**src/rtl/u_sum_accumulator.sv**
```systemverilog
`default_nettype none
// ============================================================================
// Module      : u_sum_accumulator
// Description : Frame accumulator placed directly after the 12-bit unsigned
//               ripple-carry adder. It takes the adder's 13-bit result (sum
//               plus carry-out) under a valid/ready handshake. It adds a
//               programmable number of those results into a wider wrapping
//               register. It then presents the frame total and a sticky
//               overflow flag on a valid/ready output port.
//
// Ports       : clk        rising-edge clock
//               rst        asynchronous reset, active-high
//               clear      synchronous abort of the current frame/result
//               len        samples per frame, captured on a frame's first accept
//               in_valid   in_sum carries a sample
//               in_ready   stage can take a sample this cycle
//               in_sum     unsigned adder result (IN_W bits)
//               out_valid  out_acc/out_ovf hold a completed frame
//               out_ready  downstream takes the result
//               out_acc    frame total modulo 2^ACC_W (0 when out_valid=0)
//               out_ovf    frame total exceeded 2^ACC_W-1 (0 when out_valid=0)
//               busy       a frame is in progress or awaiting emit
//
// Revision    : 1.0 - initial release
// ============================================================================
module u_sum_accumulator #(
    parameter int IN_W    = 13,
    parameter int ACC_W   = 20,
    parameter int COUNT_W = 8
) (
    input  logic               clk,
    input  logic               rst,
    input  logic               clear,
    input  logic [COUNT_W-1:0] len,
    input  logic               in_valid,
    output logic               in_ready,
    input  logic [IN_W-1:0]    in_sum,
    output logic               out_valid,
    input  logic               out_ready,
    output logic [ACC_W-1:0]   out_acc,
    output logic               out_ovf,
    output logic               busy
);

    // ------------------------------------------------------------------------
    // State encoding
    // ------------------------------------------------------------------------
    localparam logic [1:0] S_IDLE = 2'd0;  // waiting for a frame's first sample
    localparam logic [1:0] S_ACC  = 2'd1;  // collecting the rest of the frame
    localparam logic [1:0] S_DONE = 2'd2;  // holding the result until emitted

    localparam logic [COUNT_W-1:0] C_CNT_ONE = {{(COUNT_W-1){1'b0}}, 1'b1};
    localparam logic [COUNT_W-1:0] C_CNT_ZERO = '0;

    // ------------------------------------------------------------------------
    // Registers and next-state wires
    // ------------------------------------------------------------------------
    logic [1:0]         r_state;
    logic [1:0]         w_state_nxt;
    logic [ACC_W-1:0]   r_acc;
    logic [ACC_W-1:0]   w_acc_nxt;
    logic [COUNT_W-1:0] r_cnt;
    logic [COUNT_W-1:0] w_cnt_nxt;
    logic [COUNT_W-1:0] r_len_q;
    logic [COUNT_W-1:0] w_len_q_nxt;
    logic               r_ovf;
    logic               w_ovf_nxt;

    // ------------------------------------------------------------------------
    // Datapath helpers
    // ------------------------------------------------------------------------
    logic [ACC_W-1:0]   w_in_acc;    // in_sum zero-extended to accumulator width
    logic [ACC_W:0]     w_sum;       // one extra bit exposes the wrap carry
    logic [COUNT_W-1:0] w_len_eff;   // a requested length of 0 means 1 sample
    logic [COUNT_W-1:0] w_cnt_inc;
    logic               w_accept;
    logic               w_emit;

    // The adder result is unsigned; zero-extend, never sign-extend.
    assign w_in_acc  = {{(ACC_W-IN_W){1'b0}}, in_sum};
    assign w_sum     = {1'b0, r_acc} + {1'b0, w_in_acc};
    assign w_len_eff = (len == C_CNT_ZERO) ? C_CNT_ONE : len;
    assign w_cnt_inc = r_cnt + C_CNT_ONE;

    // ------------------------------------------------------------------------
    // Handshake outputs, decoded straight from the state register so they
    // never depend combinationally on any input.
    // ------------------------------------------------------------------------
    assign in_ready  = (r_state != S_DONE);
    assign out_valid = (r_state == S_DONE);
    assign busy      = (r_state != S_IDLE);
    assign out_acc   = out_valid ? r_acc : '0;
    assign out_ovf   = out_valid & r_ovf;

    // clear outranks both handshakes: a sample offered during clear is
    // dropped even though in_ready may read 1.
    assign w_accept = in_valid & in_ready & ~clear;
    assign w_emit   = out_valid & out_ready & ~clear;

    // ------------------------------------------------------------------------
    // Next-state and datapath update
    // ------------------------------------------------------------------------
    always_comb begin
        w_state_nxt = r_state;
        w_acc_nxt   = r_acc;
        w_cnt_nxt   = r_cnt;
        w_len_q_nxt = r_len_q;
        w_ovf_nxt   = r_ovf;

        case (r_state)
            S_IDLE: begin
                if (w_accept) begin
                    // First sample loads rather than adds, so the previous
                    // frame's total never leaks into this one.
                    w_acc_nxt   = w_in_acc;
                    w_ovf_nxt   = 1'b0;
                    w_cnt_nxt   = C_CNT_ONE;
                    w_len_q_nxt = w_len_eff;
                    w_state_nxt = (w_len_eff == C_CNT_ONE) ? S_DONE : S_ACC;
                end
            end

            S_ACC: begin
                if (w_accept) begin
                    w_acc_nxt = w_sum[ACC_W-1:0];
                    w_ovf_nxt = r_ovf | w_sum[ACC_W];
                    w_cnt_nxt = w_cnt_inc;
                    // cnt only reaches len_q here, so it can never wrap.
                    if (w_cnt_inc == r_len_q) begin
                        w_state_nxt = S_DONE;
                    end
                end
            end

            S_DONE: begin
                if (w_emit) begin
                    w_state_nxt = S_IDLE;
                end
            end

            default: begin
                w_state_nxt = S_IDLE;
            end
        endcase

        if (clear) begin
            w_state_nxt = S_IDLE;
            w_acc_nxt   = '0;
            w_cnt_nxt   = '0;
            w_ovf_nxt   = 1'b0;
        end
    end

    // ------------------------------------------------------------------------
    // State register
    // ------------------------------------------------------------------------
    always_ff @(posedge clk or posedge rst) begin
        if (rst) begin
            r_state <= S_IDLE;
            r_acc   <= '0;
            r_cnt   <= '0;
            r_len_q <= '0;
            r_ovf   <= 1'b0;
        end else begin
            r_state <= w_state_nxt;
            r_acc   <= w_acc_nxt;
            r_cnt   <= w_cnt_nxt;
            r_len_q <= w_len_q_nxt;
            r_ovf   <= w_ovf_nxt;
        end
    end

endmodule
`default_nettype wire
```
**config.mk**
```make
export PLATFORM = sky130hd
export DESIGN_NAME = u_sum_accumulator
export DESIGN_NICKNAME = d
export VERILOG_FILES = /design/src/rtl/u_sum_accumulator.sv
export SDC_FILE = /design/constraint.sdc
export NUM_CORES = 1
export LEC_CHECK = 0
export BUFFER_PORTS_ARGS = -buffer_cell sky130_fd_sc_hd__clkbuf_2
export CAP_MARGIN = 20
export CORE_MARGIN = 3
export CORE_UTILIZATION = 51
export DETAILED_ROUTE_END_ITERATION = 6
export PLACE_DENSITY = 0.83
export SLEW_MARGIN = 0
export SYNTH_ARGS = -nofsm -noshare
export SYNTH_HDL_FRONTEND = slang
export SYNTH_SLANG_ARGS = --single-unit
```
**constraint.sdc**
```tcl
create_clock -name clk -period 2.15 [get_ports clk]
set_input_delay 0.1075 -clock clk [delete_from_list [all_inputs] [get_ports clk]]
set_output_delay 0.1075 -clock clk [all_outputs]
set_load 0.03 [all_outputs]
```
* Word-level counts from Yosys, hierarchy flattened
Cells that the tools add are included.
** Storage, ports and cells
- Register bits :: 39
- Bits in latches :: 0
- RAM bits :: 0
- ROM bits :: 0
- Memories :: 0
** Cells by class
- Add/subtract/negate cells :: 2
- $mul :: 0
- Divide/modulo/power cells :: 0
- Order comparisons :: 0
- Equality and inequality tests :: 9
- Shift-type cells :: 0
- Mux-type cells :: 21
- Bitwise logic cells :: 7
- Reduce and logical (&&, ||, !) cells :: 7
** Operators with widths (count)
- two-way mux 20 bit :: 4
- case mux 20 bit (2 select lines) :: 1
- two-way mux 8 bit :: 4
- adder 20 x 13 -> 21 bit :: 1
- case mux 8 bit (2 select lines) :: 1
- two-way mux 2 bit :: 6
- inequality test 3 bit (second input constant) :: 3
- adder 8 x 1 -> 8 bit (second input constant) :: 1
- equality test 8 x 1 -> 1 bit (second input constant) :: 1
- equality test 8 bit :: 1
- zero test 8 bit :: 1
- case mux 2 bit (3 select lines) :: 1
- bitwise AND 1 bit :: 5
- AND reduction 4 bit :: 1
- two-way mux 1 bit :: 3
- inequality test 3 x 2 -> 1 bit (second input constant) :: 1
- AND reduction 3 bit :: 1
- nonzero test 3 bit :: 1
- equality test 2 x 1 -> 1 bit (second input constant) :: 1
- equality test 2 bit (second input constant) :: 1
- zero test 2 bit :: 1
- inequality test 2 bit (second input constant) :: 1
- case mux 1 bit (2 select lines) :: 1
- AND reduction 2 bit :: 1
- 3 further kinds :: 3

* Longest topological paths before layout
- Depth in word-level cells :: 7
- Gate-level depth with buffers :: 9

* Least setup slack after synthesis
No wires, ideal clock.
- Path type :: reg2reg
- Start :: reg r_acc[0]
- End :: reg r_acc[18]
- Data arrival time :: 2059 ps
- Required time :: 2030 ps
- Path slack :: -29 ps
- Stages on the path, launching flop included :: 10
- Clock period less this slack :: 2179 ps
- Cell sequence :: dfrtp_1 > ha_1 > inv_1 > fa_1 > nor2b_4 > o31a_4 > a41oi_4 > o31ai_4 > a31oi_1 > a41o_1
** On the way
- Word-level cells in the longest chain between the ends :: 4
** Ends and longest elaborated chain
- start: declaration :: line 60 : logic [ACC_W-1:0] r_acc;
- start signal: assignment :: line 166 : r_acc <= w_acc_nxt;
- adder 20 x 13 -> 21 bit :: line 81 : assign w_sum = {1'b0, r_acc} + {1'b0, w_in_acc};
- two-way mux 20 bit :: line 124 : if (w_accept) begin
- case mux 20 bit (2 select lines) :: line 110 : case (r_state)
- two-way mux 20 bit :: line 146 : if (clear) begin
Every way passes these cells. The select of a mux whose other input is x is not followed.
A chain may end at the register's enable or synchronous reset.

* Worst setup path in the final report
- Start :: reg r_acc[0]
- End :: reg r_acc[8]
Same word-level chain as after synthesis.

==> results.py <==
metrics = {
    "run_status": {
        "status": "finished, violations left",
        "violations": "negative setup slack",
    },
    "placed_design": {
        "place.gp.congestion": 0.8701,
        "dp.cells": 445,
        "hpwl_um": 5389,
        "io_buffers": 49,
        "place_ws_ps": -29.07,
        "dpl_cell_area_mm2": 0.003311,
    },
    "logic_synthesis": {
        "syn-cell-area_mm2": 0.002909,
        "syn_inst": 321,
        "synth_edf_count": 0,
        "yosysWarnings": 0,
        "synthFlopType": "dfrtp_1",
        "ys_seq_elements": 39,
        "synth-seq-area-share_pct": 33.55,
        "synthDistinctLibCells": 70,
        "synth.avg_cell_area_um2": 9.062,
        "syn-num-nets": 362,
        "synthArstFlopShare_pct": 100.0,
    },
    "detailed_routing": {
        "postRouteWirelength_um": 7218,
        "met1Wirelength_um": 3096,
        "drt_first_pass_iters": 5,
        "wl_per_cell_um": 15.83,
        "viasPerCell": 5.901,
        "wl_met2_um": 3618,
        "top_layer_used": "met4",
        "vias": 2691,
        "drc": 0,
        "dr.first_iter.drc_count": 196,
        "ant_nets": 0,
        "met3WireLength_um": 380,
    },
    "floorplan": {
        "chipWidth_um": 81.53,
        "boundaryPins": 50,
        "start_util_pct": 54.86,
        "placement_rows": 26,
        "core_area_mm2": 0.005303,
        "die_area_mm2": 0.006646,
        "dieHeight_um": 81.53,
    },
    "sta": {
        "worstMarginPinSlew_ps": 731.7,
        "min_period_over_period_pct": 101.5,
        "setup_viol": 4,
        "slew_headroom_pct": 51.04,
        "skew_ps": 7.908,
        "timing.final.crit_period_ps": 2183,
        "setup_slack_ps": -33.26,
        "timing.hold.ws_ps": 35.90,
        "finalMaxSlewViolations": 0,
        "max_freq_mhz": 458.0,
        "finalHoldViolations": 0,
        "rsz0062_at_grt": "true",
    },
    "grt": {
        "grt_max_degree": 40,
        "grt_pass1_vias": 2548,
        "grt.total_usage_pct": 22.70,
        "grt_pass1_wl_um": 11720,
        "grt_antenna_before_repair": 0,
        "gr-total-overflow": 0,
    },
    "pwr": {
        "intPower_uw": 1351,
        "total_power_uw": 2034,
        "combPwrFrac_pct": 32.2,
        "swShare_pct": 33.61,
        "power_per_cell_area_mw_per_mm2": 589.3,
        "switching_power_uw": 683.8,
        "vdd_ir_drop_max_mv": 0.5907,
        "power_frac_seq_pct": 42.3,
        "leakagePower_uw": 0.001597,
        "clkPwrFrac_pct": 25.6,
    },
    "final_layout": {
        "layout_commonest_cell": "clkbuf_2",
        "fin_area_mm2": 0.003452,
        "num-nets-final": 427,
        "final_cell_mix": "49 x clkbuf_2, 39 x dfrtp_1, 29 x nand2_1, 28 x nor2_1, 22 x o21ai_0",
        "drive_gt1_share_pct": 28.50,
        "num_antenna_cells": 0,
        "fin_cells": 456,
        "syn2layout_area_growth_pct": 18.67,
    },
    "setup_path": {
        "crit_top_cell": "buf_4",
        "cp.arrival_ps": 2360,
        "cp_max_fo": 3,
        "r2r-start": "r_acc[0]",
        "required_ps": 2330,
        "crit_chain": "ha_2 -> inv_2 -> fa_2 -> nor2b_4 -> o31a_4 -> a41oi_4 -> buf_4 -> buf_6 -> buf_4 -> xor2_1 -> o21ai_0",
        "end_kind": "flip-flop",
        "critPathTopFamily": "compound AO/OA/AOI/OAI gates",
        "crit_buf_inv": 4,
        "critPathKind": "reg2reg",
        "rr_worst_depth": 11,
        "r2r_slack_ps": -30,
        "r2r_end": "r_acc[8]",
        "crit_path_start_kind": "flip-flop",
        "crit_slowest_cell": "dfrtp_1",
        "slowest_delay_ps": 390,
    },
    "cts": {
        "htree_levels": 2,
        "worstSkewPairLatency_ps": 300,
        "cts.sinks": 39,
        "cts.path.max_buffers": 2,
        "cts_tree": "yes",
        "cts-root-buf": "clkbuf_8",
        "cts_inserted_buffers": 5,
        "clk_pin_slew_ps": 80,
    },
    "job": {
        "maxCapViolCount": 0,
    },
    "worst_hold_path": {
        "min_path_type": "in2reg",
        "hold_end": "r_state[0]",
        "min_path_cells": 2,
        "worstHoldStart": "in_valid",
    },
}
## cell usage after synthesis (5+ instances only)
master,number,area (um^2)
xor2_1,5,43.79
nand2_1,29,108.9
a32oi_1,5,43.79
buf_2,5,25.02
inv_1,11,41.29
nor2_1,28,105.1
a21oi_1,19,95.09
ha_1,14,175.2
and2_1,20,125.1
xnor2_1,10,87.58
mux2_2,7,78.83
nand2b_1,9,56.30
dfrtp_1,39,975.9
o21ai_0,25,125.1
a31oi_1,5,31.28
a21o_1,7,52.55
a211oi_1,6,45.04
nand3_1,7,35.03
## logic make-up after synthesis
family | share of synthesized area [%]
simple gates | 20.99
xor+xnor | 5.075
compound gates | 26.45
buf+inv | 3.440
mux | 3.785
fa+ha+maj | 6.710
flops | 33.55
## power groups by stage
| stage | Clock, uW | Combinational [uW] | Sequential, uW |
|---|---|---|---|
| 3_3_place_gp | 0 | 600 | 869 |
| 3_5_place_dp | 0 | 623 | 874 |
| 4_1_cts | 535 | 630 | 860 |
| 5_1_grt | 563 | 716 | 872 |
| 2_1_floorplan | 0 | 465 | 856 |
| 6_report | 520 | 655 | 860 |
## worst max path at each step
stage | from | end | slack, ps | cells after the start
finish | r_acc[0] | r_acc[8] | -30 | 11
global route | r_acc[0] | r_acc[14] | -170 | 9
CTS | r_acc[0] | r_acc[18] | 4 | 9
detailed placement | r_acc[0] | r_acc[18] | -30 | 9
global placement | r_acc[0] | r_acc[12] | 20 | 10
floorplan | r_acc[0] | r_acc[18] | 20 | 9
## sequential cells by signal (all words and copies together), names as in the netlist
name / cells
r_state: 2
r_len_q: 8
r_acc: 20
r_cnt: 8
r_ovf: 1
## stage by stage
step,utilization [%],setup TNS (ps)
6_report,65.10,-51.33
5_1_grt,65.10,-887.3
4_1_cts,64.44,0
3_5_place_dp,62.44,-55.52
3_3_place_gp,62.44,0
2_1_floorplan,-,0
## per-layer routing
| layer | global-route usage, % | vias to the layer above |
|---|---|---|
| met3 | 3.838 | 13 |
| met4 | 7.095 | 0 |
| li1 | - | 1306 |
| met2 | 39.82 | 86 |
| met1 | 28.34 | 1286 |
| met5 | 0 | - |
## worst reg2reg max path: stages (launching register included)
cell	delay [ps]
dfrtp_1	390
ha_2	180
inv_2	50
fa_2	220
nor2b_4	50
o31a_4	280
a41oi_4	260
buf_4	150
buf_6	90
buf_4	100
xor2_1	170
o21ai_0	90
## final cells by class
cell class,count,area [um^2]
multi-input combinational,259,1851
fill,444,1851
sequential,39,975.9
timing repair buffer,70,409.1
tap,70,87.58
clock buffer,6,82.58
inverter,11,41.29
clock inverter,1,5.005
## repair_timing
item                       in CTS  in global routing
hold buffers                    1                  0
resized for setup               3                  7
buffers inserted                0                  3
pin swaps                       0                  3
setup endpoints to repair       5                  9
hold endpoints to repair       39                  0
Power figures use the tool's default switching activity.
